### src/rtl/dmem_access_ctrl_if.sv
// Request, memory and response signals between the MEM stage, the data
// memory and the dmem_access_ctrl sequencer.
interface dmem_access_ctrl_if #(
  parameter int ADDR_W = 32
);
  logic              req_valid;
  logic              req_ready;
  logic [5:0]        req_op;
  logic [ADDR_W-1:0] req_addr;
  logic [31:0]       req_wdata;
  logic              busy;
  logic              mem_en;
  logic              mem_we;
  logic [ADDR_W-1:0] mem_addr;
  logic [31:0]       mem_wdata;
  logic [31:0]       mem_rdata;
  logic              rsp_valid;
  logic [31:0]       rsp_rdata;
  logic              rsp_err;

  // Environment side: the pipeline drives requests and the memory returns read data.
  modport master (
    output req_valid, req_op, req_addr, req_wdata, mem_rdata,
    input  req_ready, busy, mem_en, mem_we, mem_addr, mem_wdata,
           rsp_valid, rsp_rdata, rsp_err
  );

  modport slave (
    input  req_valid, req_op, req_addr, req_wdata, mem_rdata,
    output req_ready, busy, mem_en, mem_we, mem_addr, mem_wdata,
           rsp_valid, rsp_rdata, rsp_err
  );
endinterface

### src/rtl/dmem_access_ctrl.sv
// Load/store sequencer for a single-port synchronous-read data memory,
// including read-modify-write for byte and halfword stores.
module dmem_access_ctrl #(
  parameter int ADDR_W = 32
) (
  input  logic             clk,
  input  logic             rst_n,
  dmem_access_ctrl_if.slave bus
);

  localparam logic [5:0] OP_LB  = 6'b001010;
  localparam logic [5:0] OP_LH  = 6'b001011;
  localparam logic [5:0] OP_LW  = 6'b001100;
  localparam logic [5:0] OP_LBU = 6'b001101;
  localparam logic [5:0] OP_LHU = 6'b001110;
  localparam logic [5:0] OP_SB  = 6'b001111;
  localparam logic [5:0] OP_SH  = 6'b010000;
  localparam logic [5:0] OP_SW  = 6'b010001;

  typedef enum logic [2:0] {
    IDLE,
    RD,
    RDATA,
    MERGE,
    WR,
    ERR
  } state_e;

  state_e            state_q, state_d;
  logic [5:0]        op_q, op_d;
  logic [ADDR_W-1:0] addr_q, addr_d;
  logic [31:0]       wdata_q, wdata_d;
  logic [31:0]       merge_q, merge_d;

  logic              reqIsMem;
  logic              reqMisaligned;
  logic              capture;
  logic              opIsLoad;
  logic              opIsSw;
  logic [31:0]       mergedWord;
  logic [ADDR_W-1:0] alignedAddr;

  // Alignment is judged on the incoming request so the error path never touches memory.
  always_comb begin
    reqIsMem      = 1'b0;
    reqMisaligned = 1'b0;
    case (bus.req_op)
      OP_LB, OP_LBU, OP_SB: reqIsMem = 1'b1;
      OP_LH, OP_LHU, OP_SH: begin
        reqIsMem      = 1'b1;
        reqMisaligned = bus.req_addr[0];
      end
      OP_LW, OP_SW: begin
        reqIsMem      = 1'b1;
        reqMisaligned = |bus.req_addr[1:0];
      end
      default: ;
    endcase
  end

  assign capture     = bus.req_valid && (state_q == IDLE) && reqIsMem;
  assign opIsLoad    = (op_q == OP_LB) || (op_q == OP_LH) || (op_q == OP_LW) ||
                       (op_q == OP_LBU) || (op_q == OP_LHU);
  assign opIsSw      = (op_q == OP_SW);
  assign alignedAddr = {addr_q[ADDR_W-1:2], 2'b00};

  always_comb begin
    mergedWord = bus.mem_rdata;
    if (op_q == OP_SB) begin
      case (addr_q[1:0])
        2'd0:    mergedWord[7:0]   = wdata_q[7:0];
        2'd1:    mergedWord[15:8]  = wdata_q[7:0];
        2'd2:    mergedWord[23:16] = wdata_q[7:0];
        default: mergedWord[31:24] = wdata_q[7:0];
      endcase
    end else if (addr_q[1]) begin
      mergedWord[31:16] = wdata_q[15:0];
    end else begin
      mergedWord[15:0] = wdata_q[15:0];
    end
  end

  always_comb begin
    op_d    = capture ? bus.req_op    : op_q;
    addr_d  = capture ? bus.req_addr  : addr_q;
    wdata_d = capture ? bus.req_wdata : wdata_q;
    merge_d = (state_q == MERGE) ? mergedWord : merge_q;
  end

  always_ff @(posedge clk or negedge rst_n) begin
    if (!rst_n) begin
      state_q <= IDLE;
      op_q    <= '0;
      addr_q  <= '0;
      wdata_q <= '0;
      merge_q <= '0;
    end else begin
      state_q <= state_d;
      op_q    <= op_d;
      addr_q  <= addr_d;
      wdata_q <= wdata_d;
      merge_q <= merge_d;
    end
  end

  always_comb begin
    state_d = state_q;
    case (state_q)
      IDLE: begin
        if (capture) begin
          if (reqMisaligned)           state_d = ERR;
          else if (bus.req_op == OP_SW) state_d = WR;
          else                         state_d = RD;
        end
      end
      RD:      state_d = opIsLoad ? RDATA : MERGE;
      MERGE:   state_d = WR;
      RDATA:   state_d = IDLE;
      WR:      state_d = IDLE;
      ERR:     state_d = IDLE;
      default: state_d = IDLE;
    endcase
  end

  // Memory and response pins depend only on state and captured fields; read data
  // is forwarded raw in the response cycle.
  always_comb begin
    bus.req_ready = (state_q == IDLE);
    bus.busy      = (state_q != IDLE);
    bus.mem_en    = 1'b0;
    bus.mem_we    = 1'b0;
    bus.mem_addr  = '0;
    bus.mem_wdata = '0;
    bus.rsp_valid = 1'b0;
    bus.rsp_rdata = '0;
    bus.rsp_err   = 1'b0;
    case (state_q)
      RD: begin
        bus.mem_en   = 1'b1;
        bus.mem_addr = alignedAddr;
      end
      RDATA: begin
        bus.rsp_valid = 1'b1;
        bus.rsp_rdata = bus.mem_rdata;
      end
      WR: begin
        bus.mem_en    = 1'b1;
        bus.mem_we    = 1'b1;
        bus.mem_addr  = alignedAddr;
        bus.mem_wdata = opIsSw ? wdata_q : merge_q;
        bus.rsp_valid = 1'b1;
      end
      ERR: begin
        bus.rsp_valid = 1'b1;
        bus.rsp_err   = 1'b1;
      end
      default: ;
    endcase
  end

endmodule
### src/flat_wrapper.sv
// flat-port wrapper written by rule: the top's interface ports become plain ports
module dmem_access_ctrl_flat 
#(
  parameter int ADDR_W = 32
)
  (clk, rst_n, bus_req_valid, bus_req_op, bus_req_addr, bus_req_wdata, bus_mem_rdata, bus_req_ready, bus_busy, bus_mem_en, bus_mem_we, bus_mem_addr, bus_mem_wdata, bus_rsp_valid, bus_rsp_rdata, bus_rsp_err);
  dmem_access_ctrl_if #(.ADDR_W(ADDR_W)) bus_i ();
  input  logic clk;
  input  logic rst_n;
  input wire logic [$bits(bus_i.req_valid)-1:0] bus_req_valid;
  input wire logic [$bits(bus_i.req_op)-1:0] bus_req_op;
  input wire logic [$bits(bus_i.req_addr)-1:0] bus_req_addr;
  input wire logic [$bits(bus_i.req_wdata)-1:0] bus_req_wdata;
  input wire logic [$bits(bus_i.mem_rdata)-1:0] bus_mem_rdata;
  output wire logic [$bits(bus_i.req_ready)-1:0] bus_req_ready;
  output wire logic [$bits(bus_i.busy)-1:0] bus_busy;
  output wire logic [$bits(bus_i.mem_en)-1:0] bus_mem_en;
  output wire logic [$bits(bus_i.mem_we)-1:0] bus_mem_we;
  output wire logic [$bits(bus_i.mem_addr)-1:0] bus_mem_addr;
  output wire logic [$bits(bus_i.mem_wdata)-1:0] bus_mem_wdata;
  output wire logic [$bits(bus_i.rsp_valid)-1:0] bus_rsp_valid;
  output wire logic [$bits(bus_i.rsp_rdata)-1:0] bus_rsp_rdata;
  output wire logic [$bits(bus_i.rsp_err)-1:0] bus_rsp_err;
  assign bus_i.req_valid = bus_req_valid;
  assign bus_i.req_op = bus_req_op;
  assign bus_i.req_addr = bus_req_addr;
  assign bus_i.req_wdata = bus_req_wdata;
  assign bus_i.mem_rdata = bus_mem_rdata;
  assign bus_req_ready = bus_i.req_ready;
  assign bus_busy = bus_i.busy;
  assign bus_mem_en = bus_i.mem_en;
  assign bus_mem_we = bus_i.mem_we;
  assign bus_mem_addr = bus_i.mem_addr;
  assign bus_mem_wdata = bus_i.mem_wdata;
  assign bus_rsp_valid = bus_i.rsp_valid;
  assign bus_rsp_rdata = bus_i.rsp_rdata;
  assign bus_rsp_err = bus_i.rsp_err;
  dmem_access_ctrl #(.ADDR_W(ADDR_W)) u_core (.clk(clk), .rst_n(rst_n), .bus(bus_i));
endmodule
### config.mk
export PLATFORM = sky130hd
export DESIGN_NAME = dmem_access_ctrl_flat
export DESIGN_NICKNAME = d
export VERILOG_FILES = /design/src/rtl/dmem_access_ctrl_if.sv /design/src/rtl/dmem_access_ctrl.sv /design/src/flat_wrapper.sv
export SDC_FILE = /design/constraint.sdc
export NUM_CORES = 1
export LEC_CHECK = 0
export CORE_MARGIN = 4
export CORE_UTILIZATION = 49
export DETAILED_ROUTE_END_ITERATION = 10
export PLACE_DENSITY = 0.93
export SLEW_MARGIN = 20
export SYNTH_ARGS = -nofsm -noshare
export SYNTH_HDL_FRONTEND = slang
export SYNTH_SLANG_ARGS = --single-unit
### constraint.sdc
create_clock -name clk -period 3.09 [get_ports clk]
set_input_delay 0.618 -clock clk [delete_from_list [all_inputs] [get_ports clk]]
set_output_delay 0.618 -clock clk [all_outputs]
set_load 0.02 [all_outputs]
==> results of run 1 <==
==> metrics by stage <==
step	hold WS (ps)	area [sq um]
after floorplan	322	5700
after CTS	304	8130
after global placement	466	7860
after detailed placement	477	7860
final	287	8200
after global routing	332	8200
==> metal layers <==
metal  GRT usage  part of all wire  vias to the layer above
met1       0.323              0.40                     2413
li1            -                 -                     2242
met2       0.427              0.51                      224
met5           0                 0                        -
met4       0.104             0.031                        0
met3      0.0392             0.065                       37
==> final cells by class <==
cell class,count,share of cell area
Multi-Input combinational cell,381,0.343
Sequential cell,105,0.320
Timing Repair Buffer,218,0.276
Clock buffer,14,0.0322
Tap cell,143,0.0218
Inverter,15,0.00686
==> synth_stat cells (all sizes together) (10+ instances only) <==
cell type | instances | area (sq um)
buf | 13 | 118
mux2 | 67 | 998
a21oi | 34 | 170
mux2i | 18 | 180
o21ai | 26 | 134
and2 | 56 | 350
nor2 | 22 | 85.1
a221oi | 10 | 100
dfrtp | 105 | 2630
clkbuf | 26 | 97.6
inv | 15 | 56.3
nand2 | 81 | 304
==> worst max-delay path, delay by kind of cell (launching register included) <==
kind	cells	cell delay (ps)
buffers and inverters	2	840
AOI/OAI and AO/OA	1	210
DFF	1	490
and+or+nand+nor	2	470
==> kinds of logic after synthesis <==
group / count (synthesis) / share of synthesized area
simple gates: 208 / 0.189
mux: 85 / 0.207
flops: 105 / 0.462
buf+inv: 54 / 0.0477
other cells: 1 / 0.000659
compound gates: 86 / 0.0936
==> sequential cells by signal, summed over array words and instances, names as in the netlist <==
name / flops
u_core.merge_q: 32
u_core.addr_q: 32
u_core.op_q: 6
u_core.state_q: 3
u_core.wdata_q: 32
==> power breakdown <==
part / leakage [uW] / switching (uW) / internal (uW) / total (uW)
Clock: 0.000129 / 474 / 583 / 1060
Sequential: 0.00124 / 536 / 2050 / 2590
Combinational: 0.00286 / 1430 / 1620 / 3050
==> placed cells by master, fill, tap and decap left out, types with 18 or more instances in the layout <==
master and instances:
mux2_4 65, dfrtp_1 105, clkdlybuf4s50_1 171, a21oi_1 34, nor2_1 21, o21ai_1 24
dlymetal6s2s_1 28, nand2_1 81, and2_1 56, mux2i_1 18
==> worst max path at each step <==
| stage | to | slack (ps) | cells past startpoint |
|---|---|---|---|
| 2_1_floorplan | bus_mem_wdata[10] | 700 | 6 |
| 3_3_place_gp | u_core.addr_q[7] | 320 | 6 |
| 3_5_place_dp | u_core.addr_q[3] | 230 | 6 |
| 4_1_cts | bus_mem_addr[12] | 70 | 5 |
| 5_1_grt | bus_mem_addr[26] | 6 | 5 |
| 6_report | bus_mem_addr[8] | 120 | 5 |
==> repair_timing <==
action,in CTS,in global routing
hold buffers,0,0
pin swaps,0,1
setup buffers,0,0
resized for setup,6,29
endpoints found under the setup margin,22,51
==> impl_metrics.toml, run 1 <==
[clock_tree]
insertion_delay_ps = 350
clk_path_buf_depth = 2
cts_tree = "yes"
cts_sinks = 105
clkSlewWorstSetupHoldPaths_ps = 60
htreeDepth = 3
root_buffer = "clkbuf_16"
cts_made_buffers = 9

[final_layout]
area_growth_syn_to_layout_pct = 44.1
drive_above_1_share = 0.141
final_util = 0.722
antenna_cells = 0
fillers = 767
multi_input_area_sq_um = 2810
seq_area_sq_um = 2630
stdcell_count = 876
final_nets = 835

[critical_path]
end_kind = "output port"
worstSetupPathType = "flip-flop to output port"
crit_chain = "nand2b_1, a21oi_1, buf_6, and2_1, clkdlybuf4s50_1"
path_max_fanout = 31
reg2reg_depth = 5
cp.arrival_ps = 2360
rr_endpoint = "u_core.merge_q[11]"
reg2reg_slack_ps = 970
start_kind = "flip-flop"
startpoint = "u_core.state_q[2]"
max_stage_delay_ps = 610
rr_startpoint = "u_core.state_q[2]"
critical-path-slowest-cell = "clkdlybuf4s50_1"
cp.required_ps = 2470

[sta]
setup_viol = 0
hold_viol_final = 0
min_period_over_period = 0.962
clock.fmax_mhz = 336
slew_headroom = 0.451
worstMarginPinSlew_ps = 819
fin_crit_ps = 2970
fin_skew_ps = 5.77
tns_ps = 0
rsz0062_at_grt = "false"
setup_ws_ps = 116
drv_slew = 0

[worst_hold_path]
hold_class = "primary input to asynchronous set/reset pin"

[floorplanning]
core_sq_um = 11400
row_count = 39
dieWidth_microns = 116
initial_core_util = 0.501
boundaryPins = 207
die_h_microns = 116
die-area_sq_um = 13400

[power]
leakage_uw = 0.00423
power.total_uw = 6690
power_density_nw_per_um2 = 815
vdd_ir_drop_max_mv = 0.588

[logic_synthesis]
ys_ff_latch = 105
ys_warn_count = 0
avgSynthCellArea_sq_um = 10.6
synthDistinctLibCells = 47
synth_area_sq_um = 5690
synth-seq-area-share = 0.462
syn-instance-count = 539
synthArstFlopShare = 1.00
synth-main-ff-cell = "dfrtp_1"
synth-edff-count = 0

[global_route]
antenna_found_initial = 0
grt_overflow = 0
grt_pass1_vias = 5004
gr-usage-all-layers = 0.252
grt_pass1_wl_mm = 26.2
grt_max_degree = 58

[drt]
vias = 4916
wire_per_inst_microns = 19.7
antenna_left = 0
first_pass_iters = 5
viasPerCell = 5.61
drt-total-wl_mm = 17.3
drt_iter0_drc = 461
route.detailed.drc = 0

[job]
max_cap_violations = 0

[place]
dp_hpwl_mm = 12.7
dp.cells = 862
pre_cts_slack_ps = 225
io_buffers = 204
gp_congestion = 0.842

[outcome]
status = "finished clean"
No activity file was read; power rests on OpenSTA's default activity.
==> run 2: changes to the inputs <==
--- a/config.mk
+++ b/config.mk
@@ -9,7 +9,6 @@
 export CORE_UTILIZATION = 49
 export DETAILED_ROUTE_END_ITERATION = 10
 export PLACE_DENSITY = 0.93
-export SLEW_MARGIN = 20
 export SYNTH_ARGS = -nofsm -noshare
 export SYNTH_HDL_FRONTEND = slang
 export SYNTH_SLANG_ARGS = --single-unit
==> results of run 2 <==
Same layout as run 1: the final DEF is identical, and so are final timing and power.
==> run 3: changes to the inputs <==
==> constraint.sdc (replaced) <==
create_clock -name clk -period 3.09 [get_ports clk]
set_input_delay 0.7725 -clock clk [delete_from_list [all_inputs] [get_ports clk]]
set_output_delay 0.7725 -clock clk [all_outputs]
set_load 0.02 [all_outputs]
==> run 3 against run 2 <==
Effect of this change: the flow now finishes with violations (setup timing); clock skew fell by 0.92 ps; cell count up 1.1%; total power is 5.9% higher; clock-buffer cell count down 5; routed wire length is 5.9% higher; first-iteration DRC count is 17% higher; clock power rose by 32%; global-route usage increased by 1.5 points; sequential share of layout area shrank 0.40 points; non-clock buffer count up 8; die area did not move; critical path depth fell by 1; critical path type is now primary input to output port; critical endpoint is now bus_rsp_rdata[27].
==> impl_metrics.toml, run 3 (synthesized netlist as in run 1, its figures left out) <==
[outcome]
status = "finished with violations"
violations = "setup timing"

[floorplanning]
core_sq_um = 11400
row_count = 39
die_h_microns = 116
boundaryPins = 207
dieWidth_microns = 116
initial_core_util = 0.501
die-area_sq_um = 13400

[clock_tree]
insertion_delay_ps = 340
root_buffer = "clkbuf_16"
clk_path_buf_depth = 2
cts_tree = "yes"
htreeDepth = 3
cts_made_buffers = 9
clkSlewWorstSetupHoldPaths_ps = 70
cts_sinks = 105

[drt]
vias = 5031
antenna_left = 0
first_pass_iters = 5
viasPerCell = 5.68
wire_per_inst_microns = 20.6
route.detailed.drc = 0
drt-total-wl_mm = 18.3
drt_iter0_drc = 538

[final_layout]
antenna_cells = 0
drive_above_1_share = 0.159
seq_area_sq_um = 2630
final_area_sq_um = 8310
multi_input_area_sq_um = 2820
fillers = 789
final_nets = 843
area_growth_syn_to_layout_pct = 45.9
top_regs = "u_core.addr_q: 32 flops, u_core.merge_q: 32 flops, u_core.wdata_q: 32 flops"
layout_commonest_cell = "clkdlybuf4s50_1"
mostFrequentLayoutCells = "clkdlybuf4s50_1, dfrtp_1, nand2_1"

[critical_path]
start_kind = "primary input"
cp.required_ps = 2320
cp.arrival_ps = 2330
worstSetupPathType = "primary input to output port"
path_max_fanout = 2
end_kind = "output port"

[sta]
hold_viol_final = 0
tns_ps = -17.1
min_period_over_period = 1.01
slew_headroom = 0.459
setup_ws_ps = -17.1
drv_slew = 0
worstMarginPinSlew_ps = 812
clock.fmax_mhz = 322
setup_viol = 1
fin_crit_ps = 3110
fin_skew_ps = 4.85

[global_route]
antenna_found_initial = 0
grt_pass1_wl_mm = 27.5
grt_max_degree = 51
grt_overflow = 0
gr-usage-all-layers = 0.267
grt_pass1_vias = 5261

[power]
switching_share = 0.361
power_frac_seq = 0.368
power_switching_uw = 2560
leakage_uw = 0.00440
p_clk_frac = 0.197
power.total_uw = 7090
power_frac_comb = 0.435
power_density_nw_per_um2 = 853
intPower_uw = 4530
vdd_ir_drop_max_mv = 0.509

[place]
io_buffers = 204
gp_congestion = 0.880
dp_hpwl_mm = 12.9
placed_cell_area_sq_um = 7890

[job]
max_cap_violations = 0

[worst_hold_path]
hold_class = "primary input to asynchronous set/reset pin"
## run 3: cell types whose count changed in the layout (fill, tap and decap cells not counted), moves of 2 or more
cell and delta:
clkbuf_1 -3, buf_4 +9, dlymetal6s2s_1 -2, clkbuf_8 -2, buf_12 -2, clkdlybuf4s50_1 -32
dlygate4sd2_1 +33, bufinv_16 +4
## run 3: path summary, 6_finish.rpt
path,from,to,slack (ps),cells past startpoint
worst max-delay path,bus_mem_rdata[27],bus_rsp_rdata[27],-20,4
worst min-delay path,rst_n,u_core.addr_q[3],450,1
worst max register to register,u_core.op_q[5],u_core.merge_q[30],830,4
worst min register to register,u_core.merge_q[23],u_core.merge_q[23],500,2
max in group asynchronous,rst_n,u_core.merge_q[5],1840,2
min in group clk,u_core.merge_q[23],u_core.merge_q[23],500,2
## run 3: final cells by class
type,count,area share
clock buffers,9,0.0271
clock inverters,7,0.0170
inverters,15,0.00678
multi-input cells,381,0.340
flip-flops and latches,105,0.316
well taps,143,0.0215
repair buffers,226,0.272
## run 3: timing repair
action	CTS	global route
hold buffers	0	0
cloned	0	1
buffers inserted	0	0
gates resized for setup	41	32
setup endpoints to repair	62	27
## run 3: per-layer routing
metal  up-vias  track usage  wire, microns
met2       264        0.448           9330
li1       2262            -              -
met1      2447        0.338           6960
met3        58       0.0402           1330
met4         0        0.130            670
met5         -            0              0
## run 3: worst max-delay path, stage by stage
cell and delay [ps]:
clkdlybuf4s50_1 450, inv_1 60, nor4_1 370, clkdlybuf4s50_1 680
## run 3: power groups by stage
stage / Clock (uW) / Combinational (uW) / Sequential [uW]
after floorplan: 0 / 2010 / 2380
after global placement: 0 / 2940 / 2510
after detailed placement: 0 / 3050 / 2570
after CTS: 1420 / 3070 / 2570
after global routing: 1450 / 3310 / 2680
final: 1400 / 3090 / 2610
## run 3: through the flow
stage	util	setup slack [ps]	hold slack [ps]	cells
3_5_place_dp	0.694	-18.5	477	869
6_report	0.731	-17.1	446	886
5_1_grt	0.731	-59.3	493	886
2_1_floorplan	-	546	455	540
4_1_cts	0.723	20.7	469	885
3_3_place_gp	0.694	29.2	467	869
